===== config.mk =====
export PLATFORM = sky130hd
export DESIGN_NAME = lc3_decode
export DESIGN_NICKNAME = d
export VERILOG_FILES = /design/src/rtl/lc3_decode.sv
export SDC_FILE = /design/constraint.sdc
export NUM_CORES = 1
export LEC_CHECK = 0
export CAP_MARGIN = 20
export CORE_MARGIN = 4
export CORE_UTILIZATION = 36
export CTS_CLUSTER_SIZE = 16
export DETAILED_ROUTE_END_ITERATION = 6
export PLACE_DENSITY = 0.75
export SLEW_MARGIN = 25
export SYNTH_ARGS = -nofsm -noshare
export SYNTH_HDL_FRONTEND = slang
export SYNTH_SLANG_ARGS = --single-unit

===== constraint.sdc =====
create_clock -name clock -period 0.9 [get_ports clock]
set_clock_uncertainty 0.1 [all_clocks]
set_input_delay 0.135 -clock clock [delete_from_list [all_inputs] [get_ports clock]]
set_output_delay 0.135 -clock clock [all_outputs]
set_load 0.02 [all_outputs]

===== src/rtl/lc3_decode.sv =====
// rtl/lc3_decode.sv - LC-3 decode stage: registers IR/NPC and decodes execute/writeback/memory controls.
// Optional illegal-opcode counter port is built only when DECODE_ILLEGAL_CNT_EN is defined.
module lc3_decode (
  input  logic        clock,
  input  logic        reset,
  input  logic        enable_decode,
  input  logic [15:0] npc_in,
  input  logic [15:0] instr_dout,
  output logic [15:0] ir,
  output logic [15:0] npc_out,
  output logic [5:0]  e_control,
  output logic [1:0]  w_control,
  output logic        mem_control,
  output logic        illegal
`ifdef DECODE_ILLEGAL_CNT_EN
  ,
  output logic [7:0]  illegal_cnt
`endif
);

  localparam logic [3:0] OP_BR  = 4'b0000;
  localparam logic [3:0] OP_ADD = 4'b0001;
  localparam logic [3:0] OP_LD  = 4'b0010;
  localparam logic [3:0] OP_ST  = 4'b0011;
  localparam logic [3:0] OP_AND = 4'b0101;
  localparam logic [3:0] OP_LDR = 4'b0110;
  localparam logic [3:0] OP_STR = 4'b0111;
  localparam logic [3:0] OP_NOT = 4'b1001;
  localparam logic [3:0] OP_LDI = 4'b1010;
  localparam logic [3:0] OP_STI = 4'b1011;
  localparam logic [3:0] OP_JMP = 4'b1100;
  localparam logic [3:0] OP_LEA = 4'b1110;

  logic [3:0] opcode;
  logic [1:0] alu_control;
  logic [1:0] pcselect1;
  logic       pcselect2;
  logic       op2select;
  logic [1:0] dec_w_control;
  logic       dec_mem_control;
  logic       dec_illegal;

  assign opcode = instr_dout[15:12];

  // Unlisted opcodes fall to the default branch: all controls zero, illegal set.
  always_comb begin
    alu_control     = 2'b00;
    pcselect1       = 2'b00;
    pcselect2       = 1'b0;
    op2select       = 1'b0;
    dec_w_control   = 2'b00;
    dec_mem_control = 1'b0;
    dec_illegal     = 1'b0;
    case (opcode)
      OP_ADD: op2select = ~instr_dout[5];
      OP_AND: begin
        alu_control = 2'b01;
        op2select   = ~instr_dout[5];
      end
      OP_NOT: begin
        alu_control = 2'b10;
        op2select   = 1'b1;
      end
      OP_BR, OP_ST: begin
        pcselect1 = 2'b01;
        pcselect2 = 1'b1;
      end
      OP_LD: begin
        pcselect1     = 2'b01;
        pcselect2     = 1'b1;
        dec_w_control = 2'b10;
      end
      OP_LDI: begin
        pcselect1       = 2'b01;
        pcselect2       = 1'b1;
        dec_w_control   = 2'b10;
        dec_mem_control = 1'b1;
      end
      OP_STI: begin
        pcselect1       = 2'b01;
        pcselect2       = 1'b1;
        dec_mem_control = 1'b1;
      end
      OP_LEA: begin
        pcselect1     = 2'b01;
        pcselect2     = 1'b1;
        dec_w_control = 2'b01;
      end
      OP_LDR: begin
        pcselect1     = 2'b10;
        dec_w_control = 2'b10;
      end
      OP_STR: pcselect1 = 2'b10;
      OP_JMP: pcselect1 = 2'b11;
      default: dec_illegal = 1'b1;
    endcase
  end

  always_ff @(posedge clock) begin
    if (reset) begin
      ir          <= 16'h0000;
      npc_out     <= 16'h0000;
      e_control   <= 6'b000000;
      w_control   <= 2'b00;
      mem_control <= 1'b0;
      illegal     <= 1'b0;
    end else if (enable_decode) begin
      ir          <= instr_dout;
      npc_out     <= npc_in;
      e_control   <= {alu_control, pcselect1, pcselect2, op2select};
      w_control   <= dec_w_control;
      mem_control <= dec_mem_control;
      illegal     <= dec_illegal;
    end
  end

`ifdef DECODE_ILLEGAL_CNT_EN
  always_ff @(posedge clock) begin
    if (reset) begin
      illegal_cnt <= 8'h00;
    end else if (enable_decode && dec_illegal && (illegal_cnt != 8'hFF)) begin
      illegal_cnt <= illegal_cnt + 8'h01;
    end
  end
`endif

endmodule


==> flow_summary.toml <==
[placement]
dp_hpwl_um = 2750
place_congestion = 0.782
dpl_cell_area_um2 = 2510
buffers_on_ports = 76

[setup_path]
timing.setup.critical_path_class = "register to output pin"
cp-start-kind = "register"
critPathBufInv = 1
critical_path_depth = 1
critical_path.top_delay_family = "flip-flops"
crit_path_cell_trace = "buf_6"
worst_path_max_delay_cell = "sky130_fd_sc_hd__dfxtp_2"
critical_path_peak_fanout = 2
reg2reg_depth = 4
critPathRequiredTime_ns = 0.66
critical_path.endpoint_type = "output pin"
worst-endpoint-arrival_ns = 0.75
cp_slowest_stage_delay_ns = 0.35

[cts]
cts_max_level = 2
max_buffers_root_to_sink = 2
cts_tree = "done"
clkTransAtPathRegs_ns = 0.08
clk_latency_ns = 0.28
clock-sinks = 42
clock-root-buffer = "sky130_fd_sc_hd__clkbuf_8"
cts_inserted_buffers = 5

[finish]
layout-area-overhead-vs-synth_pct = 72.2
drive_gt1_share_pct = 50.0
final_area_um2 = 2820
layout.nets = 286
final-seq-area_um2 = 893
antenna-diode-count = 0
combined_area_of_the_multi_input_logic_cells_um2 = 724
postLayoutCoreUtil_pct = 64.3
filler_cell_count = 364

[global_routing]
grt_max_degree = 29
global_route.usage.total_pct = 13.8
grt_antenna_before_repair = 0
grt_overflow_total = 0
number_of_global_route_vias_before_repair = 1321
first_pass_grt_wire_length_um = 6090

[status]
violations = "setup timing"
run_status = "finished with violations"

[timing]
timing.setup.tns_ns = -3.03
slew_headroom_pct = 84.7
finalWorstPathRequiredPeriod_ns = 0.987
final-hold-violation-count = 0
final_min_period_over_clock_period_pct = 110
setup-violations-final = 42
hold-worst-slack_ns = 0.0678
timing.fmax_mhz = 1010
worst_pin_slew_ns = 0.228
post-route-worst-setup-slack_ns = -0.0865
grt_setup_unrepaired = "true"
report.final.slew_viol_count = 0

[logic_synthesis]
yosysWarningCount = 0
synth_top_family_by_area = "multiplexers"
yosysSeqAreaShare_pct = 51.4
arithmetic_cell_share_of_the_synthesized_area_counting_full_adders_half_adders_and_majority_gates_pct = 0
fraction_of_the_mapped_netlist_area_in_simple_logic_gates_pct = 15.8
synth_nets = 194
commonest_cells_in_the_synthesized_netlist = "42 x sky130_fd_sc_hd__dfxtp_1, 36 x sky130_fd_sc_hd__nor2_1, 34 x sky130_fd_sc_hd__mux2i_1"
multiplexer_share_of_the_synthesized_area_pct = 20.8
synthesis.instances = 159
yosysTopAreaCell = "sky130_fd_sc_hd__dfxtp_1"
syn-mean-instance-area_um2 = 10.3
synth-edff-count = 0
yosys_most_used_dff = "sky130_fd_sc_hd__dfxtp_1"
yosys.area.top_type_share_pct = 51.4
post-synth-top-count-cell = "sky130_fd_sc_hd__dfxtp_1"
synth_seq_cells = 42
post_synth_main_area_contributors = "sky130_fd_sc_hd__dfxtp_1 51%, sky130_fd_sc_hd__mux2i_1 21%, sky130_fd_sc_hd__nor2_1 8.3%"
synthArstFlopShare_pct = 0
synth_xor_area_share_pct = 0
synthesized_area_fraction_occupied_by_ao_oa_aoi_and_oai_cells_pct = 5.28
synth_cell_type_count = 26
synthesis.area_um2 = 1640

[routing]
antenna_violating_nets_post_route = 0
drt-initial-drc-count = 65
routed_wire_length_per_instance_um = 13.1
vias_per_cell = 4.60
drt_drc_violations_left = 0
drt_pass1_iterations = 3
drt-total-wl_um = 3970
vias = 1399

[worst_hold_path]
holdPathStages = 3
holdCritPathClass = "input pin to register"

[pwr]
p_leak_nw = 1.28
cellPowerDensity_nw_per_um2 = 1560
max-vdd-ir-drop_v = 0.000971
power_mw = 4.39

[floorplan]
die_width_um = 75.4
start_util_pct = 37.3
io_pins = 77
die_ht_um = 75.4
fp-row-count = 24
die-area_um2 = 5690
placeableCoreArea_um2 = 4380

[job]
maxCapViolCount = 0
[state kept, by name (all words and copies together), names as in the netlist]
| signal | flops |
|---|---|
| e_control | 6 |
| illegal | 1 |
| mem_control | 1 |
| w_control | 2 |
| npc_out | 16 |
| ir | 16 |
[area by class of cell]
cell class | count | share of cell area (%)
clock inverters | 2 | 1.33
flip-flops and latches | 42 | 31.7
clock buffers | 6 | 2.58
well taps | 52 | 2.31
inverters | 1 | 0.133
repair buffers | 98 | 36.2
multi-input cells | 103 | 25.7
[stage by stage]
stage / setup slack (ns) / instances
CTS: -0.101 / 302
global placement: -0.570 / 290
finish: -0.0865 / 304
floorplan: -0.0547 / 159
detailed placement: -0.625 / 290
global route: -0.118 / 304
[cells by family after synthesis]
family,Yosys count
AND/OR/NAND/NOR,56
flip-flops,42
AO/OA/AOI/OAI,13
buffers and inverters,14
multiplexers,34
[path summary, 6_finish.rpt]
check	startpoint	to	slack, ns
worst min-delay path	instr_dout[5]	ir[5]	0.07
worst max-delay path	e_control[2]	e_control[2]	-0.09
worst min register to register	ir[8]	ir[8]	0.40
worst max register to register	mem_control	mem_control	0
[layer usage]
layer | GRT usage (%) | vias up | routed length [um] | share of wire (%)
li1 | - | 722 | - | -
met1 | 17.4 | 632 | 1760 | 44
met2 | 22.2 | 41 | 1890 | 48
met3 | 4.35 | 4 | 276 | 6.9
met4 | 5.24 | 0 | 43 | 1.1
met5 | 0 | - | 0 | 0
[cell usage in the layout, fill, tap and decap left out]
master                            instances
sky130_fd_sc_hd__buf_6                   43
sky130_fd_sc_hd__dfxtp_2                 42
sky130_fd_sc_hd__nor2_1                  36
sky130_fd_sc_hd__mux2i_1                 33
sky130_fd_sc_hd__clkdlybuf4s50_1         27
sky130_fd_sc_hd__buf_4                   17
sky130_fd_sc_hd__nand2b_1                 6
sky130_fd_sc_hd__clkbuf_8                 5
sky130_fd_sc_hd__a21oi_1                  4
sky130_fd_sc_hd__buf_2                    4
sky130_fd_sc_hd__nand2_1                  3
sky130_fd_sc_hd__nand3_1                  3
sky130_fd_sc_hd__buf_12                   3
sky130_fd_sc_hd__a21oi_2                  2
sky130_fd_sc_hd__a211oi_1                 2
sky130_fd_sc_hd__nand2b_4                 1
sky130_fd_sc_hd__nor2b_1                  1
sky130_fd_sc_hd__nand4b_1                 1
sky130_fd_sc_hd__o311a_1                  1
sky130_fd_sc_hd__or2_1                    1
sky130_fd_sc_hd__nor2b_2                  1
sky130_fd_sc_hd__a211oi_2                 1
sky130_fd_sc_hd__inv_1                    1
sky130_fd_sc_hd__o2111ai_1                1
sky130_fd_sc_hd__nand4_1                  1
sky130_fd_sc_hd__and2b_2                  1
sky130_fd_sc_hd__nor4b_4                  1
sky130_fd_sc_hd__a31oi_1                  1
sky130_fd_sc_hd__a311oi_1                 1
sky130_fd_sc_hd__mux2i_2                  1
sky130_fd_sc_hd__clkbuf_1                 1
sky130_fd_sc_hd__clkinvlp_4               1
sky130_fd_sc_hd__bufinv_16                1
sky130_fd_sc_hd__bufbuf_16                1
sky130_fd_sc_hd__dlymetal6s2s_1           1
sky130_fd_sc_hd__dlygate4sd2_1            1
sky130_fd_sc_hd__clkbuf_2                 1
[timing repair]
item / CTS / global route
gates resized for setup: 306 / 15
hold buffers: 0 / 0
gates cloned: 1 / 0
pin swaps: 1 / 3
endpoints found under the setup margin: 55 / 48
buffers inserted: 3 / 2
[report_power, final]
part           switching (mW)  leakage (nW)  total [mW]  internal, mW
clock                   0.634        0.0514        1.46         0.828
combinational           0.379         0.868       0.881         0.502
sequential             0.0681         0.361        2.05          1.98
No activity file was read; power rests on OpenSTA's default activity.
==> edit: new RTL, same settings <==
Register the output `ir` once more, without a reset; this adds one clock of latency there. The other outputs are not delayed to match.
--- a/src/rtl/lc3_decode.sv
+++ b/src/rtl/lc3_decode.sv
@@ -30,6 +30,8 @@
   localparam logic [3:0] OP_STI = 4'b1011;
   localparam logic [3:0] OP_JMP = 4'b1100;
   localparam logic [3:0] OP_LEA = 4'b1110;
+
+  logic [15:0] ir_s0;
 
   logic [3:0] opcode;
   logic [1:0] alu_control;
@@ -98,14 +100,14 @@
 
   always_ff @(posedge clock) begin
     if (reset) begin
-      ir          <= 16'h0000;
+      ir_s0       <= 16'h0000;
       npc_out     <= 16'h0000;
       e_control   <= 6'b000000;
       w_control   <= 2'b00;
       mem_control <= 1'b0;
       illegal     <= 1'b0;
     end else if (enable_decode) begin
-      ir          <= instr_dout;
+      ir_s0       <= instr_dout;
       npc_out     <= npc_in;
       e_control   <= {alu_control, pcselect1, pcselect2, op2select};
       w_control   <= dec_w_control;
@@ -124,5 +126,9 @@
   end
 `endif
 
+  always_ff @(posedge clock) begin
+    ir <= ir_s0;
+  end
+
 endmodule
 
Formal check against the unedited RTL: not equivalent (Yosys sat finds a counterexample within 4 cycles, from zero or initial values and one cycle with reset high).
==> edit against the original RTL <==
  * The flow still finishes with violations (negative setup slack)
  * Highest routed layer unchanged
  * Sequential power up 37%
  * Combinational power down 3.6%
  * Synthesized cell count up 10%
  * Critical endpoint is now e_control[1]
  * Global-route usage down 0.60 points
  * Hold slack worse by 0.0093 ns
  * Total power up 32%
  * Final area up 12%
  * Setup slack worse by 0.014 ns
  * Synthesized area up 20%
  * Sequential cell count up 16
  * Wire length up 7.1%
==> edit: results (changes against the original RTL) <==
Clock Latency Late Sink: 0.31 ns (+0.03 ns)
met2 usage: 0.229 (+0.00697)
depth of the CTS H-tree: 3 (+1)
placed insts: 324 (+12%)
wire length on met2: 2080 µm (+9.9%)
Inserted Clock Buffers: 9 (+4)
clk slew on worst S/H paths: 0.06 ns (-0.02 ns)
status: complete, but fails checks
nets: 304 (+6.3%)
Peak VDD IR: 0.00146 V (+51%)
met3 WL: 355 µm (+29%)
Setup crit start: e_control[1]
Synth Area in Compound Gates: 0.0441 (-0.00863)
synth top area cells: dfxtp_1, mux2i_1, nor2_1
worst setup margin: -0.101 ns (-0.0144 ns)
M1 WL: 1760 µm (+0.23%)
average via count per standard cell: 4.51 (-2.0%)
Commonest cells post-synth: dfxtp_1, nor2_1, mux2i_1
pre-CTS setup slack: -0.668 ns (-0.0429 ns)
GRT met3 Usage: 0.0515 (+0.00800)
endpoints failing setup: 42 (unchanged)
FF-to-FF path depth: 3 (-1)
Final Hold Slack: 0.0585 ns (-0.00930 ns)
Seq/Total Area, Yosys: 0.593 (+0.0796)
number of global-route vias before repair: 1539 (+17%)
pin count of the biggest net entering global routing: 43 (+48%)
worst endpoint data arrival time: 0.77 ns (+0.02 ns)
fill count: 446 (+23%)
Sum Neg Setup Slack: -3.80 ns (-0.773 ns)
first-pass GRT wire length: 6600 µm (+8.5%)
post-synthesis mux area share: 0.174 (-0.0340)
failing checks: negative setup slack
Worst slew margin: 0.848 (+0.00115)
Syn Inst Count: 175 (+10%)
worst setup path endpoint: e_control[1]
Initial DRC Count: 13 (-80%)
## edit: final cells by class
class / count / area (µm²) / share of cell area
clock buffers: 10 / 128 / 0.0405
clock inverters: 4 / 45.0 / 0.0143
inverters: 1 / 3.75 / 0.00119
multi-input cells: 103 / 692 / 0.220
flip-flops and latches: 58 / 1210 / 0.385
well taps: 70 / 87.6 / 0.0278
repair buffers: 96 / 982 / 0.312
## edit: power groups by stage
stage / clock network (µW) / registers, µW / logic (µW)
after detailed placement: 0 / 2830 / 833
after global placement: 0 / 2820 / 825
after global routing: 2300 / 2830 / 917
after floorplan: 0 / 2950 / 276
after CTS: 2200 / 2810 / 856
final: 2120 / 2810 / 849
## edit: how the worst min path moves through the flow
stage | cells past startpoint | endpoint | from
detailed placement | 0 | ir[1] | ir_s0[1]
floorplan | 2 | ir_s0[0] | instr_dout[0]
global placement | 0 | ir[7] | ir_s0[7]
CTS | 3 | e_control[3] | enable_decode
global route | 3 | mem_control | instr_dout[13]
finish | 3 | mem_control | instr_dout[13]
